$ cat src/rtl/light_stretch_decoder_pkg.sv
// Shared definitions for the LED light decoder: display modes and the rest code.
package light_stretch_decoder_pkg;

   typedef enum logic [1:0] {
      LM_DIRECT = 2'd0,
      LM_HOLD   = 2'd1,
      LM_BLINK  = 2'd2,
      LM_OFF    = 2'd3
   } light_mode_e;

   // A note code of zero is a rest and never lights anything.
   localparam int REST_CODE = 0;

endpackage

$ cat src/rtl/light_stretch_decoder_code_onehot.sv
// Combinational decode of one track's note code into a one-hot LED vector.
module light_code_onehot
   import light_stretch_decoder_pkg::*;
#(
   parameter int CODE_W   = 6,
   parameter int NUM_LEDS = 16
) (
   input  logic [CODE_W-1:0]   code,
   output logic [NUM_LEDS-1:0] onehot
);

   localparam int IDX_W = $clog2(NUM_LEDS);

   logic [IDX_W-1:0] idx;

   // Codes start at 1, so code-1 wraps onto the LED row by its low bits.
   assign idx = IDX_W'(code - CODE_W'(1));

   always_comb begin
      onehot = '0;
      if (code != CODE_W'(REST_CODE)) begin
         onehot[idx] = 1'b1;
      end
   end

endmodule

$ cat src/rtl/light_stretch_decoder.sv
// Multi-track note-to-LED decoder with per-LED hold/blink stretching on a slow tick.
module light_stretch_decoder
   import light_stretch_decoder_pkg::*;
#(
   parameter int NUM_TRACKS = 4,
   parameter int CODE_W     = 6,
   parameter int NUM_LEDS   = 16,
   parameter int HOLD_TICKS = 3,
   parameter int TICK_DIV   = 2500000
) (
   input  logic                         clk,
   input  logic                         rst,
   input  logic                         in_valid,
   input  logic [1:0]                   mode,
   input  logic [NUM_TRACKS-1:0]        track_mask,
   input  logic [NUM_TRACKS*CODE_W-1:0] tracks,
   output logic [NUM_LEDS-1:0]          light,
   output logic                         busy
);

   localparam int PRE_W = (TICK_DIV > 1) ? $clog2(TICK_DIV) : 1;
   localparam int CNT_W = (HOLD_TICKS > 0) ? $clog2(HOLD_TICKS + 1) : 1;
   localparam logic [PRE_W-1:0] PRE_LAST = PRE_W'(TICK_DIV - 1);
   localparam logic [CNT_W-1:0] CNT_LOAD = CNT_W'(HOLD_TICKS);

   logic [NUM_LEDS-1:0] track_hot [NUM_TRACKS];
   logic [NUM_LEDS-1:0] raw;
   logic [NUM_LEDS-1:0] hit;
   logic [NUM_LEDS-1:0] cnt_live;
   logic [PRE_W-1:0]    pre_cnt;
   logic                tick;
   logic                blink_phase;

   for (genvar t = 0; t < NUM_TRACKS; t++) begin : g_track
      light_code_onehot #(
         .CODE_W   (CODE_W),
         .NUM_LEDS (NUM_LEDS)
      ) u_dec (
         .code   (tracks[t*CODE_W +: CODE_W]),
         .onehot (track_hot[t])
      );
   end

   always_comb begin
      raw = '0;
      for (int t = 0; t < NUM_TRACKS; t++) begin
         if (track_mask[t]) begin
            raw = raw | track_hot[t];
         end
      end
   end

   assign hit  = raw & {NUM_LEDS{in_valid}};
   assign tick = (pre_cnt == PRE_LAST);

   always_ff @(posedge clk) begin
      if (rst) begin
         pre_cnt     <= '0;
         blink_phase <= 1'b0;
      end else begin
         pre_cnt <= tick ? '0 : pre_cnt + PRE_W'(1);
         if (tick) begin
            blink_phase <= ~blink_phase;
         end
      end
   end

   // A fresh hit reloads the counter even on a tick cycle, so retriggers extend the stretch.
   for (genvar i = 0; i < NUM_LEDS; i++) begin : g_led
      logic [CNT_W-1:0] cnt_q;
      logic [CNT_W-1:0] cnt_d;

      always_comb begin
         cnt_d = cnt_q;
         if (hit[i]) begin
            cnt_d = CNT_LOAD;
         end else if (tick && (cnt_q != '0)) begin
            cnt_d = cnt_q - CNT_W'(1);
         end
      end

      always_ff @(posedge clk) begin
         if (rst) begin
            cnt_q <= '0;
         end else begin
            cnt_q <= cnt_d;
         end
      end

      assign cnt_live[i] = (cnt_d != '0);
   end

   // Next-state counters drive the outputs so an LED goes dark right after its final tick.
   always_ff @(posedge clk) begin
      if (rst) begin
         light <= '0;
         busy  <= 1'b0;
      end else begin
         busy <= |cnt_live;
         case (light_mode_e'(mode))
            LM_DIRECT: light <= raw;
            LM_HOLD:   light <= hit | cnt_live;
            LM_BLINK:  light <= hit | (cnt_live & {NUM_LEDS{blink_phase}});
            default:   light <= '0;
         endcase
      end
   end

endmodule
$ cat config.mk
export PLATFORM = sky130hd
export DESIGN_NAME = light_stretch_decoder
export DESIGN_NICKNAME = d
export VERILOG_FILES = /design/src/rtl/light_stretch_decoder_pkg.sv /design/src/rtl/light_stretch_decoder_code_onehot.sv /design/src/rtl/light_stretch_decoder.sv
export SDC_FILE = /design/constraint.sdc
export NUM_CORES = 1
export LEC_CHECK = 0
export ABC_AREA = 1
export CAP_MARGIN = 15
export CORE_MARGIN = 1.5
export CORE_UTILIZATION = 35
export DETAILED_ROUTE_END_ITERATION = 16
export GPL_ROUTABILITY_DRIVEN = 0
export GPL_TIMING_DRIVEN = 1
export HOLD_SLACK_MARGIN = 0.03
export PLACE_DENSITY = 0.6
export SYNTH_ARGS = -nofsm -noshare
export SYNTH_HDL_FRONTEND = slang
export SYNTH_HIERARCHICAL = 1
export SYNTH_SLANG_ARGS = --single-unit
$ cat constraint.sdc
create_clock -name clk -period 4.1 [get_ports clk]
set_input_delay 0.41 -clock clk [delete_from_list [all_inputs] [get_ports clk]]
set_output_delay 0.41 -clock clk [all_outputs]
set_load 0.05 [all_outputs]
==> results of run 1 <==
==> worst min-delay path by stage <==
stage | from | end | slack, ns | cells past startpoint
after floorplan | pre_cnt[0] | pre_cnt[0] | 0.43 | 1
after global placement | pre_cnt[0] | pre_cnt[0] | 0.45 | 1
after detailed placement | pre_cnt[3] | pre_cnt[3] | 0.46 | 2
after CTS | pre_cnt[3] | pre_cnt[3] | 0.47 | 2
after global routing | pre_cnt[0] | pre_cnt[0] | 0.50 | 1
final | pre_cnt[3] | pre_cnt[3] | 0.47 | 2
==> metrics by stage <==
| stage | area (um^2) | worst slack (ns) | utilization | hold slack [ns] |
|---|---|---|---|---|
| final | 6100 | 1.41 | 0.415 | 0.469 |
| after global routing | 6100 | 1.04 | 0.415 | 0.499 |
| after CTS | 6100 | 1.39 | 0.415 | 0.473 |
| after detailed placement | 5780 | 1.27 | 0.393 | 0.465 |
| after global placement | 5780 | 1.23 | 0.393 | 0.448 |
| after floorplan | 5330 | 2.28 | - | 0.430 |
==> cell usage in the layout, fill, tap and decap left out, types with 5 or more instances in the layout <==
master / n
clkbuf_16: 9
clkdlybuf4s50_1: 49
nand3_1: 57
inv_2: 8
nor2_1: 65
inv_1: 181
ha_1: 20
nand2_2: 6
nor2_2: 5
a22o_1: 19
a21oi_1: 34
nand4_1: 83
nand2_1: 174
dfxtp_1: 72
o21ai_0: 18
buf_4: 5
nand3b_1: 12
==> cells by family after synthesis <==
logic type      Yosys count  share of synthesized area
fa+ha+maj                20                     0.0470
simple gates            422                      0.387
xor+xnor                  2                    0.00329
buf+inv                 239                      0.197
compound gates           82                     0.0951
flops                    72                      0.270
==> area by class of cell <==
class / count / share of cell area
timing repair buffer: 54 / 0.0865
tap: 184 / 0.0377
clock buffer: 12 / 0.0437
multi-input combinational: 526 / 0.466
clock inverter: 4 / 0.00841
sequential: 72 / 0.236
inverter: 194 / 0.121
==> flip-flops by register name, summed over array words and instances (netlist names) <==
register / count
blink_phase: 1
busy: 1
g_led.cnt_q: 32
light: 16
pre_cnt: 22
==> metal layers <==
| metal | part of all wire | global-route usage |
|---|---|---|
| met5 | 0 | 0 |
| met4 | 0.021 | 0.0609 |
| met3 | 0.029 | 0.0312 |
| met2 | 0.47 | 0.280 |
| met1 | 0.48 | 0.209 |
==> where the power goes <==
| part | internal, uW | leakage (uW) | total [uW] | switching [uW] |
|---|---|---|---|---|
| registers | 724 | 0.000584 | 735 | 11.3 |
| clock network | 521 | 0.000155 | 825 | 304 |
| logic | 117 | 0.00243 | 330 | 213 |
| total | 1360 | 0.00317 | 1890 | 528 |
==> worst register-to-register path, stage by stage (launching register included) <==
cell	delay (ns)
dfxtp_1	0.38
ha_1	0.18
nand2_1	0.08
nor2_2	0.11
nand2_1	0.10
nor2_4	0.64
buf_4	0.30
nand3_1	0.10
nand2_1	0.07
nand3_1	0.09
nor2_1	0.17
nand2_1	0.08
nor2_1	0.09
nand2_1	0.08
nor2_1	0.09
nor2_1	0.04
==> qor.log, run 1 <==
INFO  run_status     outcome=finished clean
INFO  synthesis      synth.cells.most_frequent=181 x inv_1, 174 x nand2_1, 83 x nand4_1, 72 x dfxtp_1, 66 x nor2_1
INFO  synthesis      synthDominantCellAreaShare=0.270
INFO  timing         slew-limit-headroom=0.439
INFO  timing         final.period_utilization=0.657
INFO  pwr            power.static_leakage=0.00317uW
INFO  timing         fin_crit_period=2.69ns
INFO  synthesis      post_synth_instance_area=0.00533mm^2
INFO  setup_path     r2r_end=busy
INFO  routing        route.vias.total=4999
INFO  setup_path     critical_path_depth=15
INFO  synthesis      netlist_instances=837
INFO  pwr            power_density=310mW/mm^2
INFO  timing         fmax=0.371GHz
INFO  routing        vias_per_cell=4.78
INFO  setup_path     arrival=2.92ns
INFO  clocking       ctsHoldBuffers=0
INFO  setup_path     setup.worst_path.class=flop to flop
INFO  setup_path     reg2reg_from=pre_cnt[0]
INFO  setup_path     timing.critical_path.cells=ha_1, nand2_1, nor2_2, nand2_1, nor2_4, buf_4, nand3_1, nand2_1, nand3_1, nor2_1, nand2_1, nor2_1, nand2_1, nor2_1, nor2_1
INFO  timing         setup_total_negative_slack=0ns
INFO  clocking       cts_tree=done
INFO  clocking       cell_chosen_for_the_clock_root=clkbuf_16
INFO  setup_path     reg2reg_setup_slack=1.41ns
INFO  clocking       cts.repair.resized=0
INFO  layout         layout-drive-gt1-share=0.0673
INFO  clocking       cts_inserted_buffers=9
INFO  layout         area_taken_by_multi_input_logic_gates=0.00285mm^2
INFO  floorplanning  die_x=126um
INFO  setup_path     crit_end=busy
INFO  layout         num-nets-final=910
INFO  timing         setup_repair_after_global_routing_missed_its_margin=false
INFO  layout         fill_cells=1534
INFO  synthesis      synth_nets=890
INFO  clocking       clkTransAtPathRegs=0.06ns
INFO  clocking       maximum_clock_path_buffer_count=2
INFO  floorplanning  core_area=0.0147mm^2
INFO  synthesis      sequential_share_of_the_synthesized_area=0.270
INFO  clocking       clock_sinks=72
INFO  routing        route.antenna.remaining_nets=0
INFO  global_route   antenna_found_initial=0
INFO  setup_path     worst_path_most_repeated_cell=nand2_1
INFO  routing        detail_route.iter0.violations=266
INFO  global_route   first_global_vias=4646
INFO  routing        detail_route.wirelength=12500um
INFO  synthesis      ys_types=36
INFO  setup_path     worst_ep_required_time=4.33ns
INFO  job            timing.max_cap.violations=0
INFO  pwr            finalPower=1890uW
INFO  clocking       ctsHtreeMaxLevel=3
INFO  synthesis      ys_async_rst_share=0
INFO  global_route   grt_max_degree=41
INFO  floorplanning  chipHeight=126um
INFO  floorplanning  floorplan.die_area=0.0160mm^2
INFO  global_route   grt_first_pass_wirelength=21400um
INFO  timing         hold_viol_final=0
INFO  synthesis      synth_flop_cell=dfxtp_1
INFO  global_route   gr-total-overflow=0
INFO  layout         diodes=0
INFO  setup_path     crit_slowest_cell=nor2_4
INFO  setup_path     timing.reg2reg.worst_path_depth=15
INFO  worst_hold_path worstHoldPathType=flop to flop
INFO  timing         worst_slew_pin_slew=0.839ns
INFO  routing        drt_drc_violations_left=0
INFO  routing        routed_wire_length_per_instance=12.0um
INFO  synthesis      ys_ff_latch=72
INFO  timing         setup-violations-final=0
INFO  synthesis      netlist_top_cells_area=dfxtp_1 27%, inv_1 13%, nand2_1 12%
INFO  place          port_bufs=49
INFO  floorplanning  pin_count=50
INFO  global_route   gr-usage-all-layers=0.165
INFO  setup_path     crit_path_start_kind=flop
INFO  layout         post_layout_nonfiller_instances=1046
INFO  layout         signed_area_change_from_the_synthesized_netlist_to_the_final_layout=14.5%
INFO  setup_path     worst_setup_path_startpoint=pre_cnt[0]
INFO  place          place.detailed.hpwl=9320um
INFO  synthesis      post-synth-top-area-cell=dfxtp_1
INFO  synthesis      post-synth-top-count-cell=inv_1
INFO  synthesis      synth_edf_count=0
INFO  setup_path     critical_path_buf_inv_count=1
INFO  timing         finClkSkew=0.00702ns
INFO  setup_path     worstSetupEndpointType=flop
INFO  floorplanning  start_util=0.363
INFO  routing        drt_pre_antenna_iters=5
INFO  floorplanning  num_rows=44
INFO  synthesis      syn-mean-instance-area=6.37um^2
INFO  setup_path     critical_path.max_stage_delay=0.64ns
INFO  pwr            max-vdd-ir-drop=0.152mV
INFO  clocking       post_cts_buffers=0
INFO  setup_path     worst-path-max-fanout=40
INFO  clocking       worstSkewPairLatency=0.34ns
INFO  setup_path     path_delay_family=simple AND/OR/NAND/NOR gates
INFO  place          placed_cells_incl_taps=1030
INFO  layout         final-seq-area=0.00144mm^2
INFO  synthesis      count_of_synthesis_stage_warnings_from_yosys=6
INFO  timing         finalMaxSlewViolations=0
Power figures use the tool's default switching activity.
==> run 2, diff against run 1 <==
- PLACE_DENSITY: 0.6 -> 0.62
- clock period: 4.1 -> 2.3 ns (I/O delays scaled with it)
==> run 2 against run 1 <==
Setup slack worse by 1.2 ns. Wire length is 11% higher. Sequential share of layout area is 2.5 points lower. Highest routed layer unchanged. Critical path depth stayed put. Largest cell class unchanged. Total power is 100% higher. Combinational power is 110% higher.
==> qor.log, run 2 (synthesis gave the netlist of run 1 again) <==
INFO  place          place.detailed.hpwl=9620um [+3.2%]
INFO  clocking       maximum_clock_path_buffer_count=2 [unchanged]
INFO  clocking       clock_sinks=72 [unchanged]
INFO  job            timing.max_cap.violations=0 [unchanged]
INFO  floorplanning  die_x=126um [unchanged]
INFO  setup_path     critical_path.max_stage_delay=0.36ns [-0.28 ns]
INFO  setup_path     timing.critical_path.cells=ha_4, nand2_2, nor2_4, nand2_2, nor2_4, clkbuf_16, nand3_2, nand2_1, nand3_1, nor2_2, nand2_1, nor2_1, nand2_1, nor2_1, nor2_1
INFO  layout         fill_cells=1505 [-1.9%]
INFO  layout         layout-drive-gt1-share=0.153 [+0.0857]
INFO  floorplanning  num_rows=44 [unchanged]
INFO  routing        drt_pre_antenna_iters=5 [unchanged]
INFO  setup_path     critical_path_buf_inv_count=1 [unchanged]
INFO  routing        routed_wire_length_per_instance=12.5um [+4.2%]
INFO  routing        route.vias.total=5387 [+7.8%]
INFO  global_route   first_global_vias=4903 [+5.5%]
INFO  timing         worst_slew_pin_slew=0.695ns [-0.145 ns]
INFO  clocking       ctsHtreeMaxLevel=3 [unchanged]
INFO  pwr            power.static_leakage=0.00359uW [+13%]
INFO  layout         diodes=0 [unchanged]
INFO  place          detailedPlace.worstSlack=-0.126ns [-1.40 ns]
INFO  routing        detail_route.wirelength=13900um [+11%]
INFO  run_status     outcome=finished clean
INFO  setup_path     worstSetupEndpointType=flop
INFO  place          total_cell_area_at_the_placement_stage=0.00628mm^2 [+8.6%]
INFO  global_route   grt_max_degree=50 [+22%]
INFO  routing        route.antenna.remaining_nets=0 [unchanged]
INFO  routing        drt_drc_violations_left=0 [unchanged]
INFO  worst_hold_path holdPathStages=1 [-1]
INFO  place          port_bufs=49 [unchanged]
INFO  global_route   grt_first_pass_wirelength=22200um [+3.4%]
INFO  routing        detail_route.iter0.violations=313 [+18%]
INFO  setup_path     arrival=2.36ns [-0.56 ns]
INFO  timing         finClkSkew=0.00690ns [-0.000119 ns]
INFO  layout         signed_area_change_from_the_synthesized_netlist_to_the_final_layout=28.3%
INFO  global_route   gr-total-overflow=0 [unchanged]
INFO  setup_path     setup.worst_path.class=flop to flop
INFO  setup_path     timing.reg2reg.worst_path_depth=15 [unchanged]
INFO  setup_path     path_delay_family=simple AND/OR/NAND/NOR gates
INFO  clocking       cts_tree=done
INFO  setup_path     critical_path_depth=15 [unchanged]
INFO  layout         area_taken_by_multi_input_logic_gates=0.00292mm^2 [+2.5%]
INFO  timing         fin_crit_period=2.13ns [-0.566 ns]
INFO  clocking       worstSkewPairLatency=0.34ns [about the same]
INFO  layout         post_layout_nonfiller_instances=1112 [+6.3%]
INFO  floorplanning  core_area=0.0147mm^2 [unchanged]
INFO  setup_path     crit_slowest_cell=dfxtp_2
INFO  layout         mostFrequentLayoutCells=181 x inv_1, 172 x nand2_1, 83 x nand4_1
INFO  timing         finalMaxSlewViolations=0 [unchanged]
INFO  clocking       cts_inserted_buffers=9 [unchanged]
INFO  clocking       cell_chosen_for_the_clock_root=clkbuf_16
INFO  floorplanning  start_util=0.363 [unchanged]
INFO  layout         regMostFlops=g_led.cnt_q
INFO  floorplanning  floorplan.die_area=0.0160mm^2 [unchanged]
INFO  worst_hold_path worstHoldPathType=flop to flop
INFO  clocking       clkTransAtPathRegs=0.06ns [about the same]
INFO  layout         layout.cells.most_common=inv_1
INFO  pwr            power_density=552mW/mm^2 [+78%]
INFO  timing         slew-limit-headroom=0.535 [+0.0961]
INFO  timing         fmax=0.470GHz [+27%]
INFO  timing         setup-violations-final=0 [unchanged]
INFO  pwr            max-vdd-ir-drop=0.379mV [+150%]
INFO  timing         hold_ws=0.455ns [-0.0144 ns]
INFO  floorplanning  pin_count=50 [unchanged]
INFO  place          placed_cells_incl_taps=1088 [+5.6%]
INFO  layout         final_instance_area=0.00684mm^2 [+12%]
INFO  setup_path     crit_path_start_kind=flop
INFO  global_route   antenna_found_initial=0 [unchanged]
INFO  layout         largest_register_ff_count=32 [unchanged]
INFO  floorplanning  chipHeight=126um [unchanged]
INFO  clocking       ctsHoldBuffers=0 [unchanged]
INFO  setup_path     worst_ep_required_time=2.53ns [-1.80 ns]
INFO  timing         finalWorstSetupSlack=0.174ns [-1.23 ns]
INFO  timing         hold_viol_final=0 [unchanged]
INFO  layout         num-nets-final=976 [+7.3%]
INFO  routing        vias_per_cell=4.84 [+1.4%]
INFO  timing         final.period_utilization=0.925 [+0.268]
INFO  layout         layout_top_registers=g_led.cnt_q: 32 flops, pre_cnt: 22 flops, light: 16 flops
INFO  layout         final-seq-area=0.00144mm^2 [+0.17%]
INFO  global_route   gr-usage-all-layers=0.169 [+0.00449]
INFO  setup_path     worst-path-max-fanout=6 [-85%]
INFO  pwr            finalPower=3770uW [+100%]
-- run 2: report_power, final --
part / internal [uW] / switching, uW / total (uW)
registers: 1290 / 22.8 / 1310
clock network: 1200 / 562 / 1760
logic: 294 / 405 / 699
total: 2780 / 991 / 3770
-- run 2: worst paths after layout --
path	from	to	slack [ns]
worst max-delay path	pre_cnt[0]	busy	0.17
worst min-delay path	pre_cnt[0]	pre_cnt[0]	0.46
worst max register to register	pre_cnt[0]	busy	0.17
worst min register to register	pre_cnt[0]	pre_cnt[0]	0.46
-- run 2: cell type report --
type,instances,area share
flip-flops and latches,72,0.211
clock buffers,11,0.0355
multi-input cells,526,0.426
clock inverters,5,0.0187
inverters,194,0.108
well taps,184,0.0337
repair buffers,120,0.167
-- run 2: timing repair --
| item | 4_1_cts | 5_1_grt |
|---|---|---|
| gates resized for setup | 0 | 21 |
| endpoints found under the setup margin | 0 | 10 |
| buffers inserted | 0 | 5 |
-- run 2: layer usage --
layer  vias up  wire (um)  global-route usage
li1       2845          -                   -
met1      2378       6460               0.214
met2       138       6480               0.283
met3        26        546              0.0308
met4         0        374              0.0730
met5         -          0                   0
-- run 2: stage by stage --
step           TNS, ns   util
2_1_floorplan        0      -
3_3_place_gp    -0.145  0.427
3_5_place_dp    -0.134  0.427
4_1_cts              0  0.453
5_1_grt        -0.0300  0.465
6_report             0  0.465
==> run 3, diff against run 2 <==
- CORE_UTILIZATION: 35 -> 53
- PLACE_DENSITY: 0.62 -> 0.85
==> run 3 against run 2 <==
Non-clock buffer count increased by 1. Setup slack got worse by 0.12 ns. Total power decreased by 22%. Cell area decreased by 2.0%. Utilization increased by 22 points. Via count increased by 7.9%. Count of clock-buffer cells in the layout decreased by 2. Maximum frequency decreased by 5.1%. Highest routed layer unchanged.
==> qor.log, run 3 (synthesis gave the netlist of run 1 again) <==
INFO  pwr            max-vdd-ir-drop=0.470mV [+24%]
INFO  layout         mostFrequentLayoutCells=181 x inv_1, 169 x nand2_1, 83 x nand4_1
INFO  timing         worst_slew_pin_slew=0.642ns [-0.0532 ns]
INFO  routing        route.vias.total=5811 [+7.9%]
INFO  clocking       cts_tree=done
INFO  layout         layout.cells.most_common=inv_1
INFO  global_route   grt_first_pass_wirelength=21100um [-4.7%]
INFO  clocking       worstSkewPairLatency=0.36ns [+0.02 ns]
INFO  place          place.detailed.hpwl=9270um [-3.6%]
INFO  routing        detail_route.iter0.violations=471 [+50%]
INFO  pwr            power_density=440mW/mm^2 [-20%]
INFO  timing         finClkSkew=0.0128ns [+0.00588 ns]
INFO  routing        drt_drc_violations_left=0 [unchanged]
INFO  global_route   met2_usage=0.419 [+0.136]
INFO  layout         regMostFlops=g_led.cnt_q
INFO  job            timing.max_cap.violations=0 [unchanged]
INFO  layout         fill_cells=782 [-48%]
INFO  setup_path     worst_ep_required_time=2.54ns [about the same]
INFO  routing        route.antenna.remaining_nets=0 [unchanged]
INFO  setup_path     setup.worst_path.class=flop to flop
INFO  timing         final.period_utilization=0.975 [+0.0502]
INFO  setup_path     crit_path_start_kind=flop
INFO  layout         diodes=0 [unchanged]
INFO  clocking       clock_sinks=72 [unchanged]
INFO  clocking       ctsHoldBuffers=0 [unchanged]
INFO  floorplanning  floorplan.die_area=0.0107mm^2 [-33%]
INFO  setup_path     arrival=2.49ns [+0.13 ns]
INFO  layout         layout-drive-gt1-share=0.186 [+0.0332]
INFO  global_route   grt.met3_usage=0.0612 [+0.0304]
INFO  clocking       clkTransAtPathRegs=0.09ns [+0.03 ns]
INFO  routing        drt_pre_antenna_iters=8 [+3]
INFO  setup_path     worstSetupEndpointType=flop
INFO  timing         finalWorstSetupSlack=0.0583ns [-0.115 ns]
INFO  layout         largest_register_ff_count=32 [unchanged]
INFO  pwr            power.static_leakage=0.00358uW [-0.26%]
INFO  clocking       cell_chosen_for_the_clock_root=clkbuf_8
INFO  clocking       cts_inserted_buffers=9 [unchanged]
INFO  global_route   grt_most_used_layer=met2
INFO  timing         finalMaxSlewViolations=0 [unchanged]
INFO  global_route   first_global_vias=4919 [+0.33%]
INFO  global_route   grt_max_degree=50 [unchanged]
INFO  timing         fin_crit_period=2.24ns [+0.115 ns]
INFO  routing        detail_route.wirelength=15100um [+9.1%]
INFO  routing        vias_per_cell=5.47 [+13%]
INFO  clocking       ctsHtreeMaxLevel=3 [unchanged]
INFO  global_route   groute.layer.met1.usage=0.315 [+0.101]
INFO  timing         setup-violations-final=0 [unchanged]
INFO  floorplanning  chipHeight=103um [-18%]
INFO  routing        routed_wire_length_per_instance=14.2um [+14%]
INFO  run_status     outcome=finished clean
INFO  clocking       maximum_clock_path_buffer_count=2 [unchanged]
INFO  layout         num-nets-final=977 [+0.10%]
INFO  layout         signed_area_change_from_the_synthesized_netlist_to_the_final_layout=25.7%
INFO  timing         fmax=0.446GHz [-5.1%]
INFO  global_route   antenna_found_initial=0 [unchanged]
INFO  timing         slew-limit-headroom=0.571 [+0.0359]
INFO  timing         setup_total_negative_slack=0ns [unchanged]
INFO  worst_hold_path worstHoldPathType=flop to flop
INFO  layout         final-seq-area=0.00145mm^2 [+0.17%]
INFO  floorplanning  die_x=103um [-18%]
INFO  floorplanning  pin_count=50 [unchanged]
INFO  floorplanning  start_util=0.545 [+0.183]
INFO  global_route   gr-usage-all-layers=0.250 [+0.0806]
INFO  layout         layout_top_registers=g_led.cnt_q: 32 flops, pre_cnt: 22 flops, light: 16 flops
INFO  global_route   gr-total-overflow=0 [unchanged]
INFO  place          detailedPlace.worstSlack=-0.203ns [-0.0773 ns]
INFO  timing         hold_viol_final=0 [unchanged]
INFO  layout         area_taken_by_multi_input_logic_gates=0.00306mm^2 [+4.8%]
INFO  floorplanning  core_area=0.00977mm^2 [-34%]
INFO  place          port_bufs=49 [unchanged]
INFO  setup_path     worst-path-max-fanout=6 [unchanged]
INFO  floorplanning  num_rows=36 [-18%]
-- run 3: cell types whose count changed in the layout (fill, tap and decap cells not counted), moves of 4 or more --
cell,delta
bufinv_16,-4
clkbuf_16,-9
clkbuf_8,+8
nand3_1,-22
nand3_2,+19
nor2_1,-4
nor2_2,+6
-- run 3: timing repair --
| action | 4_1_cts | 5_1_grt |
|---|---|---|
| setup buffers | 0 | 6 |
| setup endpoints to repair | 0 | 1 |
| gates resized for setup | 0 | 55 |
-- run 3: critical path: stages (launching register included) --
cell and delay (ns):
dfxtp_4 0.38, ha_4 0.14, nand2_2 0.06, nor2_2 0.14, nand2_2 0.07, nor2_4 0.28, clkbuf_16 0.25, nand3_2 0.08
nand2_1 0.09, nand3_1 0.09, nor2_1 0.17, nand2_1 0.09, nor2_2 0.08, nand2_1 0.05, nor2_1 0.09, nor2_1 0.04
-- run 3: per-stage QoR --
stage / utilization / total power (uW) / instance area (um^2) / std cells / hold slack (ns)
floorplan: - / 1770 / 5330 / 837 / 0.302
global placement: 0.630 / 1990 / 6160 / 1035 / 0.443
detailed placement: 0.630 / 2000 / 6160 / 1035 / 0.456
CTS: 0.648 / 2890 / 6330 / 1051 / 0.473
global route: 0.685 / 3080 / 6700 / 1062 / 0.479
finish: 0.685 / 2940 / 6700 / 1062 / 0.459
-- run 3: per-layer routing --
layer	wire, um	up-vias
met5	0	-
met4	616	0
met3	1240	64
met2	7180	280
met1	6080	2621
li1	-	2846
-- run 3: cell type report --
class | instances | area share
clock buffers | 9 | 0.0185
clock inverters | 7 | 0.00710
inverters | 194 | 0.110
multi-input cells | 526 | 0.456
flip-flops and latches | 72 | 0.216
well taps | 133 | 0.0249
repair buffers | 121 | 0.167
-- run 3: report_power, final --
group	total (uW)	switching (uW)	internal, uW
combinational	723	432	291
clock	908	518	391
sequential	1310	24.4	1290
total	2940	974	1970
-- run 3: path summary, 6_finish.rpt --
path / from / to / slack, ns / depth (start not counted)
worst min register to register: pre_cnt[0] / pre_cnt[0] / 0.46 / 1
worst max-delay path: pre_cnt[0] / busy / 0.06 / 15
worst min-delay path: pre_cnt[0] / pre_cnt[0] / 0.46 / 1
worst max register to register: pre_cnt[0] / busy / 0.06 / 15
